===== src/rtl/mem_arbiter_if.sv =====
// Bus bundle between the per-core requesters, the arbiter and the data memory.
// Optional MEM_ARB_LOCK_EN adds the per-core req_lock input.
interface mem_arbiter_if #(
   parameter int N_CORES = 4,
   parameter int ADDR_W  = 16,
   parameter int DATA_W  = 8
);
   logic [2*N_CORES-1:0]      req_ctrl;
   logic [ADDR_W*N_CORES-1:0] req_addr;
   logic [DATA_W*N_CORES-1:0] req_wdata;
`ifdef MEM_ARB_LOCK_EN
   logic [N_CORES-1:0]        req_lock;
`endif
   logic [N_CORES-1:0]        gnt;
   logic [N_CORES-1:0]        done;
   logic [DATA_W-1:0]         rdata;
   logic [ADDR_W-1:0]         mem_addr;
   logic [DATA_W-1:0]         mem_wdata;
   logic                      mem_we;
   logic                      mem_re;
   logic [DATA_W-1:0]         mem_rdata;

   modport master (
`ifdef MEM_ARB_LOCK_EN
      input  req_lock,
`endif
      input  req_ctrl, req_addr, req_wdata, mem_rdata,
      output gnt, done, rdata, mem_addr, mem_wdata, mem_we, mem_re
   );

   modport slave (
`ifdef MEM_ARB_LOCK_EN
      output req_lock,
`endif
      output req_ctrl, req_addr, req_wdata, mem_rdata,
      input  gnt, done, rdata, mem_addr, mem_wdata, mem_we, mem_re
   );
endinterface


===== src/rtl/mem_arbiter.sv =====
// Round-robin arbiter sequencing one data-memory access at a time among N_CORES cores.
// Define MEM_ARB_LOCK_EN to let a core hold the memory across accesses (read-modify-write).
module mem_arbiter #(
   parameter int N_CORES = 4,
   parameter int ADDR_W  = 16,
   parameter int DATA_W  = 8,
   parameter int RD_LAT  = 1
) (
   input logic           clk,
   input logic           rst,
   mem_arbiter_if.master bus
);
   localparam int IW = (N_CORES > 1) ? $clog2(N_CORES) : 1;
   localparam logic [IW-1:0]      LAST_INIT = IW'(N_CORES - 1);
   localparam logic [N_CORES-1:0] ONE_HOT0  = {{(N_CORES-1){1'b0}}, 1'b1};

   typedef enum logic [2:0] {S_IDLE, S_ACCESS, S_WAIT, S_DONE, S_LOCKED} state_t;

   state_t              state_r, state_s;
   logic [IW-1:0]       last_r, last_s, owner_r, owner_s;
   logic [IW-1:0]       win_idx_s, latch_idx_s, cand_s;
   logic                win_found_s, latch_en_s, is_read_r, is_read_s;
   logic [2:0]          cnt_r, cnt_s;
   logic [N_CORES-1:0]  valid_s, gnt_r, gnt_s, done_r, done_s;
   logic [DATA_W-1:0]   rdata_r, rdata_s, mem_wdata_r, mem_wdata_s;
   logic [ADDR_W-1:0]   mem_addr_r, mem_addr_s;
   logic                mem_we_r, mem_we_s, mem_re_r, mem_re_s;
   logic [1:0]          ctrl_a  [N_CORES];
   logic [ADDR_W-1:0]   addr_a  [N_CORES];
   logic [DATA_W-1:0]   wdata_a [N_CORES];

   // Unpack per-core request fields; 2'b11 is reserved and counts as idle.
   always_comb begin
      for (int i = 0; i < N_CORES; i++) begin
         ctrl_a[i]  = bus.req_ctrl[2*i +: 2];
         addr_a[i]  = bus.req_addr[ADDR_W*i +: ADDR_W];
         wdata_a[i] = bus.req_wdata[DATA_W*i +: DATA_W];
         valid_s[i] = (ctrl_a[i] == 2'b01) || (ctrl_a[i] == 2'b10);
      end
   end

   // Round-robin search starting just after the last winner.
   always_comb begin
      win_found_s = 1'b0;
      win_idx_s   = '0;
      cand_s      = '0;
      for (int i = 1; i <= N_CORES; i++) begin
         cand_s = IW'((int'(last_r) + i) % N_CORES);
         if (!win_found_s && valid_s[cand_s]) begin
            win_found_s = 1'b1;
            win_idx_s   = cand_s;
         end else begin
            win_found_s = win_found_s;
         end
      end
   end

   // Next-state and next-output logic for the access sequencer.
   always_comb begin
      state_s     = state_r;
      last_s      = last_r;
      owner_s     = owner_r;
      is_read_s   = is_read_r;
      cnt_s       = cnt_r;
      gnt_s       = gnt_r;
      done_s      = '0;
      rdata_s     = rdata_r;
      mem_addr_s  = mem_addr_r;
      mem_wdata_s = mem_wdata_r;
      mem_we_s    = 1'b0;
      mem_re_s    = 1'b0;
      latch_en_s  = 1'b0;
      latch_idx_s = '0;

      case (state_r)
         S_IDLE: begin
            if (win_found_s) begin
               latch_en_s  = 1'b1;
               latch_idx_s = win_idx_s;
               last_s      = win_idx_s;
            end else begin
               state_s = S_IDLE;
            end
         end
         S_ACCESS: begin
            if (is_read_r) begin
               state_s = S_WAIT;
               cnt_s   = 3'd0;
            end else begin
               state_s = S_DONE;
               done_s  = ONE_HOT0 << owner_r;
            end
         end
         S_WAIT: begin
            if (cnt_r == 3'(RD_LAT - 1)) begin
               rdata_s = bus.mem_rdata;
               done_s  = ONE_HOT0 << owner_r;
               state_s = S_DONE;
            end else begin
               cnt_s = cnt_r + 3'd1;
            end
         end
         S_DONE: begin
`ifdef MEM_ARB_LOCK_EN
            if (bus.req_lock[owner_r]) begin
               state_s = S_LOCKED;
            end else begin
               gnt_s   = '0;
               state_s = S_IDLE;
            end
`else
            gnt_s   = '0;
            state_s = S_IDLE;
`endif
         end
`ifdef MEM_ARB_LOCK_EN
         // Owner keeps the memory; its next request bypasses arbitration.
         S_LOCKED: begin
            if (valid_s[owner_r]) begin
               latch_en_s  = 1'b1;
               latch_idx_s = owner_r;
            end else if (!bus.req_lock[owner_r]) begin
               gnt_s   = '0;
               state_s = S_IDLE;
            end else begin
               state_s = S_LOCKED;
            end
         end
`endif
         default: begin
            gnt_s   = '0;
            state_s = S_IDLE;
         end
      endcase

      if (latch_en_s) begin
         state_s     = S_ACCESS;
         owner_s     = latch_idx_s;
         gnt_s       = ONE_HOT0 << latch_idx_s;
         is_read_s   = (ctrl_a[latch_idx_s] == 2'b01);
         mem_addr_s  = addr_a[latch_idx_s];
         mem_wdata_s = wdata_a[latch_idx_s];
         mem_re_s    = is_read_s;
         mem_we_s    = !is_read_s;
      end else begin
         owner_s = owner_s;
      end
   end

   // State and registered outputs.
   always_ff @(posedge clk or posedge rst) begin
      if (rst) begin
         state_r     <= S_IDLE;
         last_r      <= LAST_INIT;
         owner_r     <= '0;
         is_read_r   <= 1'b0;
         cnt_r       <= 3'd0;
         gnt_r       <= '0;
         done_r      <= '0;
         rdata_r     <= '0;
         mem_addr_r  <= '0;
         mem_wdata_r <= '0;
         mem_we_r    <= 1'b0;
         mem_re_r    <= 1'b0;
      end else begin
         state_r     <= state_s;
         last_r      <= last_s;
         owner_r     <= owner_s;
         is_read_r   <= is_read_s;
         cnt_r       <= cnt_s;
         gnt_r       <= gnt_s;
         done_r      <= done_s;
         rdata_r     <= rdata_s;
         mem_addr_r  <= mem_addr_s;
         mem_wdata_r <= mem_wdata_s;
         mem_we_r    <= mem_we_s;
         mem_re_r    <= mem_re_s;
      end
   end

   assign bus.gnt       = gnt_r;
   assign bus.done      = done_r;
   assign bus.rdata     = rdata_r;
   assign bus.mem_addr  = mem_addr_r;
   assign bus.mem_wdata = mem_wdata_r;
   assign bus.mem_we    = mem_we_r;
   assign bus.mem_re    = mem_re_r;
endmodule


===== src/flat_wrapper.sv =====
// flat-port wrapper written by rule: the top's interface ports become plain ports
module mem_arbiter_flat 
#(
   parameter int N_CORES = 4,
   parameter int ADDR_W  = 16,
   parameter int DATA_W  = 8,
   parameter int RD_LAT  = 1
)
  (clk, rst, bus_req_ctrl, bus_req_addr, bus_req_wdata, bus_mem_rdata, bus_gnt, bus_done, bus_rdata, bus_mem_addr, bus_mem_wdata, bus_mem_we, bus_mem_re);
  mem_arbiter_if #(.N_CORES(N_CORES), .ADDR_W(ADDR_W), .DATA_W(DATA_W)) bus_i ();
  input logic clk;
  input logic rst;
  input wire logic [$bits(bus_i.req_ctrl)-1:0] bus_req_ctrl;
  input wire logic [$bits(bus_i.req_addr)-1:0] bus_req_addr;
  input wire logic [$bits(bus_i.req_wdata)-1:0] bus_req_wdata;
  input wire logic [$bits(bus_i.mem_rdata)-1:0] bus_mem_rdata;
  output wire logic [$bits(bus_i.gnt)-1:0] bus_gnt;
  output wire logic [$bits(bus_i.done)-1:0] bus_done;
  output wire logic [$bits(bus_i.rdata)-1:0] bus_rdata;
  output wire logic [$bits(bus_i.mem_addr)-1:0] bus_mem_addr;
  output wire logic [$bits(bus_i.mem_wdata)-1:0] bus_mem_wdata;
  output wire logic [$bits(bus_i.mem_we)-1:0] bus_mem_we;
  output wire logic [$bits(bus_i.mem_re)-1:0] bus_mem_re;
  assign bus_i.req_ctrl = bus_req_ctrl;
  assign bus_i.req_addr = bus_req_addr;
  assign bus_i.req_wdata = bus_req_wdata;
  assign bus_i.mem_rdata = bus_mem_rdata;
  assign bus_gnt = bus_i.gnt;
  assign bus_done = bus_i.done;
  assign bus_rdata = bus_i.rdata;
  assign bus_mem_addr = bus_i.mem_addr;
  assign bus_mem_wdata = bus_i.mem_wdata;
  assign bus_mem_we = bus_i.mem_we;
  assign bus_mem_re = bus_i.mem_re;
  mem_arbiter #(.N_CORES(N_CORES), .ADDR_W(ADDR_W), .DATA_W(DATA_W), .RD_LAT(RD_LAT)) u_core (.clk(clk), .rst(rst), .bus(bus_i));
endmodule

===== config.mk =====
export PLATFORM = sky130hd
export DESIGN_NAME = mem_arbiter_flat
export DESIGN_NICKNAME = d
export VERILOG_FILES = /design/src/rtl/mem_arbiter_if.sv /design/src/rtl/mem_arbiter.sv /design/src/flat_wrapper.sv
export SDC_FILE = /design/constraint.sdc
export NUM_CORES = 1
export LEC_CHECK = 0
export ABC_CLOCK_PERIOD_IN_PS = 2000
export CAP_MARGIN = 20
export CORE_UTILIZATION = 35
export DETAILED_ROUTE_END_ITERATION = 10
export HOLD_SLACK_MARGIN = 0.02
export PLACE_DENSITY = 0.72
export RECOVER_POWER = 50
export SYNTH_ARGS = -nofsm -noshare
export SYNTH_HDL_FRONTEND = slang
export SYNTH_SLANG_ARGS = --single-unit

===== constraint.sdc =====
create_clock -name clk -period 2 [get_ports clk]
set_input_delay 0.4 -clock clk [delete_from_list [all_inputs] [get_ports clk]]
set_output_delay 0.4 -clock clk [all_outputs]
set_load 0.01 [all_outputs]

Yosys cells after proc, flatten, opt, wreduce, memory -nomap -nowiden --
Cells that the tools add are included.
Storage, ports and cells: output and inout port bits 42, bits in registers 53, logic and storage cells 104, bits of input ports 114
Cells by class: equal/unequal tests 16, bitwise operators 1, reductions and logical operators 19, $lt $le $gt $ge 5, shift operators 2, add/sub/neg operators 5, mux-type cells 44
Operator list (count):
- $bmux W16 S2 | 1
- $mux W16 | 2
- $bmux W8 S2 | 1
- $mux W2 | 8
- $mux W4 | 4
- $mux W8 | 2
- $mux W3 | 5
- $mux W1 | 13
- $lt A2 B3 Y1 const B | 4
- $eq A2 B1 Y1 const B | 5
- $pmux W3 S3 | 1
- $bmux W1 S2 | 4
- $eq A2 B2 Y1 const B | 4
- $pmux W4 S2 | 1
- $shl A1 B2 Y4 const A | 2
- $logic_not A3 Y1 | 2
- $pmux W3 S2 | 1
- $reduce_and A2 Y1 | 3
- $add A2 B1 Y2 const B | 2
- $add A2 B2 Y2 const B | 2
- $bmux W2 S2 | 1
- $logic_not A1 Y1 | 4
- $logic_or A1 B1 Y1 | 4
- $ne A2 B1 Y1 const B | 2
- other kinds (12) | 14

Depth between registers and ports, before layout --
Gate-level depths: netlist (run 1).
depth after elaboration 23, gate-level depth with buffers 7, mapped depth without buffers 7

Worst setup path before layout (run 1) --
No wires, ideal clock.
path kind input to register, start input port bus_req_ctrl[2], end register u_core.mem_addr_r[12] (netlist: u_core.bus.mem_addr[12]), setup slack 0.201 ns, arrival 1.667 ns, stages 7, buffers on the path 2, cells stage by stage xor2_2 o22ai_2 o21ai_2 buf_6 buf_12 mux2i_1 o221ai_2
Between the ends: longest elaborated chain between the ends 20, elaborated cells between the ends (all ways) 33, classes of those cells eq/ne (2); mux (23); bitwise (1); reduce/logical (7)
Ends and longest elaborated chain:
- start, declared | RTL line flat_wrapper.sv:13 | input wire logic [$bits(bus_i.req_ctrl)-1:0] bus_req_ctrl;
- $eq A2 B1 Y1 / $eq A2 B2 Y1 (equally long branches) | RTL line mem_arbiter.sv:38 | valid_s[i] = (ctrl_a[i] == 2'b01) || (ctrl_a[i] == 2'b10);
- $logic_or A1 B1 Y1 (*) | RTL line mem_arbiter.sv:38
- $bmux W1 S2 | RTL line mem_arbiter.sv:49 | if (!win_found_s && valid_s[cand_s]) begin
- $mux W1 (not written as such) | RTL line mem_arbiter.sv:49
- $mux W1 | RTL line mem_arbiter.sv:49
- $logic_not A1 Y1 | RTL line mem_arbiter.sv:49
- $logic_and A1 B1 Y1 | RTL line mem_arbiter.sv:49
- $mux W1 | RTL line mem_arbiter.sv:49
- [... 3 more ...]
- $logic_not A1 Y1 | RTL line mem_arbiter.sv:49
- $logic_and A1 B1 Y1 | RTL line mem_arbiter.sv:49
- $mux W2 / $mux W1 (equally long branches) | RTL line mem_arbiter.sv:49
- $mux W2 | RTL line mem_arbiter.sv:77 | if (win_found_s) begin
- $mux W2 | RTL line mem_arbiter.sv:75 | case (state_r)
- $not A2 Y3 (not written as such) | RTL line mem_arbiter.sv:141 | mem_addr_s = addr_a[latch_idx_s];
- $bmux W16 S2 | RTL line mem_arbiter.sv:141
- $mux W16 (not written as such) (2 in a row) | RTL line mem_arbiter.sv:141
- end signal, assigned | RTL line mem_arbiter.sv:174 | mem_addr_r <= mem_addr_s;
- end, declared | RTL line mem_arbiter.sv:26 | logic [ADDR_W-1:0] mem_addr_r, mem_addr_s;
Every way passes the cells marked *; elsewhere a longest branch is shown, timed or not. The select of a mux whose other input is x is not followed. A chain may end at the register's enable or synchronous reset.

Worst setup path after layout (run 1) --
start input port bus_req_ctrl[3], end register u_core.mem_re_r (netlist: u_core.bus.mem_re)
Between the ends: longest elaborated chain between the ends 22, elaborated cells between the ends (all ways) 35, classes of those cells eq/ne (3); mux (24); bitwise (1); reduce/logical (7)
Ends and longest elaborated chain:
- $eq A2 B1 Y1 / $eq A2 B2 Y1 (equally long branches) | RTL line mem_arbiter.sv:38
- $logic_or A1 B1 Y1 | RTL line mem_arbiter.sv:38
- $bmux W1 S2 | RTL line mem_arbiter.sv:49
- $mux W1 (not written as such) | RTL line mem_arbiter.sv:49
- $mux W1 | RTL line mem_arbiter.sv:49
- $logic_not A1 Y1 | RTL line mem_arbiter.sv:49
- $logic_and A1 B1 Y1 | RTL line mem_arbiter.sv:49
- $mux W1 | RTL line mem_arbiter.sv:49
- [... 6 more ...]
- $mux W2 | RTL line mem_arbiter.sv:77
- $mux W2 | RTL line mem_arbiter.sv:75
- $not A2 Y3 (not written as such) | RTL line mem_arbiter.sv:140 | is_read_s = (ctrl_a[latch_idx_s] == 2'b01);
- $bmux W2 S2 | RTL line mem_arbiter.sv:140
- $mux W2 (not written as such) (2 in a row) | RTL line mem_arbiter.sv:140
- $eq A2 B1 Y1 | RTL line mem_arbiter.sv:140
- $mux W1 (*) | RTL line mem_arbiter.sv:136 | if (latch_en_s) begin
- via u_core.mem_re_s | RTL line mem_arbiter.sv:27 | logic mem_we_r, mem_we_s, mem_re_r, mem_re_s;
- end signal, assigned | RTL line mem_arbiter.sv:177 | mem_re_r <= mem_re_s;
- end, declared | RTL line mem_arbiter.sv:27
The timed path passes the listed nets; every way through them passes the cells marked *. The select of a mux whose other input is x is not followed.

==> results.ini, run 1 <==
[place]
hpwl_um = 6890
place_inst = 556
gp_congestion = 0.773
dpl-instance-area_sq_um = 4970
io_buffers = 155
post-place-ws_ps = -515

[finish]
nets = 588
layout-drive-gt1-share = 0.213
final_cells = 574
n_antenna_cell = 0
final_cell_area_sq_um = 5300
synthToLayoutAreaGrowth_pct = 72.0

[synthesis]
synth_cell_type_count = 55
syn_inst = 276
synth_top_area_frac = 0.407
seq_area_frac_synth = 0.424
synth-main-ff-cell = dfrtp_1
async_flop_share = 1.00
syn_nets = 396
yosysWarnings = 0
avgSynthCellArea_sq_um = 11.2
synth_edf_count = 0
yosys.area.top_type = dfrtp_1
mappedNetlistArea_sq_um = 3080
ys_top_cells_by_count = dfrtp_1, mux2i_1, nand2_1
ys_ff_latch = 52
synthTopCellsByArea = dfrtp_1, mux2i_1, o221ai_1, nand2_1, o221ai_2

[cts]
clock_path_buffers = 2
htreeDepth = 2
clockRootBuffer = clkbuf_8
cts.sinks = 52
cts_made_buffers = 5
cts_tree = built
cts_hold_buf = 0
clk_pin_slew_ps = 100
clock_latency_ps = 310

[worst_setup_path]
crit_type = primary input to flip-flop
crit_required_ps = 2230
critPathMaxFanout = 6
critical_path_arrival_ps = 2190
crit_slowest_cell = or4_1
worstSetupEndpointType = flip-flop
crit_path_start = bus_req_ctrl[3]
critical_path.cell_chain = dlygate4sd2_1 -> xor2_2 -> buf_4 -> o22ai_4 -> o21ai_4 -> buf_6 -> or4_1 -> a21oi_2
slowest_delay_ps = 540
worstSetupStartpointType = primary input
rr_startpoint = u_core.last_r[0]

[sta]
timing.slew.headroom = 0.600
slew_viol_final = 0
finalHoldViolations = 0
skew_ps = 7.91
setup_violations = 0
tightest_slew_ps = 600
max_freq_ghz = 0.512
fin_crit_ps = 1950
setup_ws_ps = 45.6
fin_crit_sh = 0.977

[global_route]
grt_pass1_wl_um = 14100
globalRouteOverflowTotal = 0
grt_start_max_net_pins = 42
grt_usage = 0.200
grt_pass1_vias = 2963
grt_antenna_before_repair = 0

[route]
ant_nets = 0
drc = 0
drt_iter0_markers = 75
dr.pass1.iters = 4
vias = 2913
wl_um = 9280
viasPerCell = 5.07
wl_per_cell_um = 16.2

[floorplan]
num_rows = 33
die_w_um = 95.8
die_h_um = 95.8
io_pins = 156
start_util = 0.367
coreArea_sq_um = 8380
dieArea_sq_um = 9170

[run]
maxCapViolCount = 0

[power_and_ir_drop]
powerDensity_nw_per_um2 = 1300
power_w = 0.00687
p_leak_nw = 2.35
ir_drop_mv = 0.621

[min_path]
hp-start = u_core.bus.mem_wdata[0]
hold_class = flip-flop to flip-flop

[outcome]
status = finished, final reports clean

-- timing repair --
action | 4_1_cts | 5_1_grt
setup endpoints to repair | 26 | 26
gates resized for setup | 22 | 8
gates cloned | 2 | 0
setup buffers | 6 | 2
pin swaps | 6 | 4
-- power by group --
group / switching [W] / internal (W) / leakage [nW]
Clock: 0.000394 / 0.000265 / 0.0511
Combinational: 0.00195 / 0.00243 / 1.65
Sequential: 0.000285 / 0.00154 / 0.646
-- per-layer routing --
layer  GRT usage  up-vias  wire, um
li1            -     1407         -
met1       0.246     1401      3700
met2       0.360      101      4920
met3      0.0427        4       587
met4      0.0410        0        70
met5           0        -         0
-- stage by stage --
stage	hold slack [ps]	TNS, ps	util
after floorplan	448	0	-
after global placement	471	-12380	0.592
after detailed placement	471	-13910	0.592
after CTS	330	0	0.627
after global routing	524	-13.6	0.632
final	488	0	0.632
-- path summary, 6_finish.rpt --
check / depth (start not counted) / endpoint / slack, ps
worst min register to register: 2 / u_core.bus.mem_wdata[0] / 490
worst min-delay path: 2 / u_core.bus.mem_wdata[0] / 490
worst max-delay path: 8 / u_core.bus.mem_re / 50
max in group asynchronous: 3 / u_core.bus.mem_wdata[5] / 490
min in group asynchronous: 2 / u_core.bus.rdata[2] / 510
worst max register to register: 7 / u_core.bus.mem_addr[12] / 120
-- layout make-up --
class	count	area, sq um
inverter	11	41.3
multi-input combinational	197	1700
timing repair buffer	201	2020
clock inverter	3	28.8
clock buffer	5	68.8
fill	671	3090
tap	105	131
sequential	52	1300
-- placed cells by master, fill, tap and decap left out, types with 3 or more instances in the layout --
| master | n |
|---|---|
| buf_12 | 6 |
| buf_4 | 34 |
| clkbuf_8 | 5 |
| clkdlybuf4s50_1 | 142 |
| dfrtp_1 | 50 |
| dlygate4sd2_1 | 6 |
| dlygate4sd3_1 | 7 |
| ha_1 | 6 |
| inv_1 | 11 |
| mux2_2 | 9 |
| mux2i_1 | 45 |
| mux2i_2 | 3 |
| nand2_1 | 36 |
| nand2_2 | 3 |
| nand3_1 | 6 |
| nand3b_1 | 4 |
| nor2_1 | 6 |
| o21a_1 | 3 |
| o21ai_0 | 4 |
| o221ai_1 | 16 |
| o221ai_2 | 8 |
| o31ai_1 | 3 |
-- sequential cells by signal, summed over array words and instances (netlist names), 2 cells and up --
register and flops:
u_core.last_r 2, u_core.bus.mem_addr 16, u_core.bus.done 4, u_core.cnt_r 3, u_core.bus.mem_wdata 8, u_core.owner_r 2
u_core.bus.gnt 4, u_core.bus.rdata 8, u_core.state_r 2
-- logic make-up after synthesis --
logic type | after synthesis | share of synthesized area
simple gates | 69 | 0.105
mux | 59 | 0.196
compound gates | 58 | 0.170
flops | 52 | 0.424
buf+inv | 27 | 0.0626
fa+ha+maj | 6 | 0.0244
xor+xnor | 5 | 0.0191
-- critical path: cells and delay by family --
kind | cells | cell delay [ps]
AOI/OAI and AO/OA | 3 | 460
xor gates and xnor gates | 1 | 180
buffers and inverters | 3 | 600
and+or+nand+nor | 1 | 540
No activity file was read; power rests on OpenSTA's default activity.
==> run 2, diff against run 1 <==
Settings changed: SETUP_SLACK_MARGIN from default to 0.05.
==> run 2 against run 1 <==
Against the previous run:
- maximum frequency up 0.29%
- non-clock buffer count up 4
- global-route usage up 0.051 points
- clock skew up 0.82 ps
- clock-buffer cell count unchanged
- core utilization up 0.93 points
- highest routed layer unchanged
- largest power group unchanged
- clock power about the same
==> results.ini, run 2 (synthesis gave the netlist of run 1 again) <==
[outcome]
status = finished, final reports clean

[sta]
fin_crit_ps = 1950
rsz0062_at_grt = yes
tns_ps = 0
max_freq_ghz = 0.513
setup_violations = 0
fin_crit_sh = 0.974
timing.slew.headroom = 0.599
skew_ps = 8.73
slew_viol_final = 0
tightest_slew_ps = 602
finalHoldViolations = 0

[worst_setup_path]
crit_required_ps = 2230
crit_type = primary input to flip-flop
worstSetupEndpointType = flip-flop
crit_buf_inv = 3
critical_path.cell_chain = dlygate4sd2_1 -> xor2_2 -> buf_4 -> o22ai_4 -> o21ai_4 -> buf_6 -> or4_1 -> a21oi_2
crit_slowest_cell = or4_1
critical_path_arrival_ps = 2180
slowest_delay_ps = 540
cp_top_family = buffers and inverters
worstSetupStartpointType = primary input
critPathMaxFanout = 6

[route]
wl_per_cell_um = 16.2
ant_nets = 0
wl_um = 9380
vias = 2915
drt_iter0_markers = 71
dr.pass1.iters = 6
drc = 0
viasPerCell = 5.04

[power_and_ir_drop]
cellInternalPower_w = 0.00432
p_leak_nw = 2.38
p_clk_frac = 0.094
p_sw_w = 0.00269
ir_drop_mv = 0.621
combPwrFrac = 0.645
powerDensity_nw_per_um2 = 1300
power_w = 0.00701
seq_power_share = 0.261
swShare = 0.384

[cts]
htreeDepth = 2
cts_tree = built
cts_hold_buf = 0
cts_made_buffers = 5
cts.sinks = 52
clockRootBuffer = clkbuf_8
clock_path_buffers = 2
clk_pin_slew_ps = 100
clock_latency_ps = 300

[floorplan]
die_h_um = 95.8
dieArea_sq_um = 9170
start_util = 0.367
coreArea_sq_um = 8380
io_pins = 156
die_w_um = 95.8
num_rows = 33

[global_route]
grt_start_max_net_pins = 42
globalRouteOverflowTotal = 0
grt_usage = 0.201
grt_pass1_vias = 2985
grt_antenna_before_repair = 0
grt_pass1_wl_um = 14100

[finish]
nets = 592
n_antenna_cell = 0
multi_input_area_sq_um = 1730
final_util = 0.641
final_cells = 578
final_common_cell = clkdlybuf4s50_1
layout-drive-gt1-share = 0.230
largest_reg_flops = 16
seqCellArea_sq_um = 1300
n_fill_cell = 650
synthToLayoutAreaGrowth_pct = 74.6
final_cell_mix = clkdlybuf4s50_1, dfrtp_1, mux2i_1

[place]
io_buffers = 155
gp_congestion = 0.773
place_inst = 556
hpwl_um = 6890

[min_path]
hold_class = flip-flop to flip-flop

[run]
maxCapViolCount = 0

-- run 2: cell types whose count changed in the layout (fill, tap and decap cells not counted), sizes merged --
cell and delta:
bufbuf -1, clkdlybuf4s50 -2, dlymetal6s2s +1, clkbuf +1, buf +4, dlygate4sd3 +1
-- run 2: final timing paths --
check                                         from                       to  slack (ps)  cells after the start
setup / recovery                   bus_req_ctrl[3]        u_core.bus.mem_re          50                      8
hold / removal             u_core.bus.mem_wdata[0]  u_core.bus.mem_wdata[0]         490                      2
min in group asynchronous                      rst      u_core.bus.rdata[2]         510                      2
hold reg to reg            u_core.bus.mem_wdata[0]  u_core.bus.mem_wdata[0]         490                      2
setup reg to reg                  u_core.last_r[1]        u_core.bus.mem_re         120                      6
max in group asynchronous                      rst  u_core.bus.mem_wdata[5]         480                      3
-- run 2: per-stage QoR --
| step | instance area (sq um) | worst slack (ps) | hold slack (ps) |
|---|---|---|---|
| 2_1_floorplan | 3080 | 201 | 448 |
| 3_3_place_gp | 4970 | -469 | 471 |
| 3_5_place_dp | 4970 | -515 | 471 |
| 4_1_cts | 5260 | 80.3 | 330 |
| 5_1_grt | 5370 | 15.6 | 524 |
| 6_report | 5370 | 51.3 | 488 |
-- run 2: routing by layer --
| layer | vias to the layer above | GRT usage | wire length (um) |
|---|---|---|---|
| met5 | - | 0 | 0 |
| met4 | 0 | 0.0460 | 76 |
| met3 | 6 | 0.0434 | 522 |
| met2 | 88 | 0.360 | 5000 |
| met1 | 1402 | 0.245 | 3780 |
| li1 | 1419 | - | - |
-- run 2: cell type report --
type,count,area share
Clock inverter,3,0.00536
Sequential cell,52,0.243
Tap cell,105,0.0245
Clock buffer,5,0.0128
Inverter,11,0.00769
Timing Repair Buffer,205,0.385
Multi-Input combinational cell,197,0.322
-- run 2: power by group through the flow --
stage                     registers, W  clock network (W)  logic [W]
after floorplan                0.00197                  0    0.00215
after global placement         0.00182                  0    0.00396
after detailed placement       0.00182                  0    0.00404
after CTS                      0.00182           0.000682    0.00438
after global routing           0.00187           0.000714    0.00486
final                          0.00183           0.000659    0.00452
-- run 2: tightest hold or removal path, delay by kind of cell, from the launching register on --
kind / cells / cell delay, ps
AO/OA/AOI/OAI: 1 / 50
flip-flops: 1 / 350
AND/OR/NAND/NOR: 1 / 60
-- run 2: what timing repair did --
item                                    CTS  global route
hold endpoints to repair                  0             0
buffers inserted                          6             5
gates resized for setup                  24            14
pin swaps                                 6             5
endpoints found under the setup margin   27            28
cloned                                    2             1
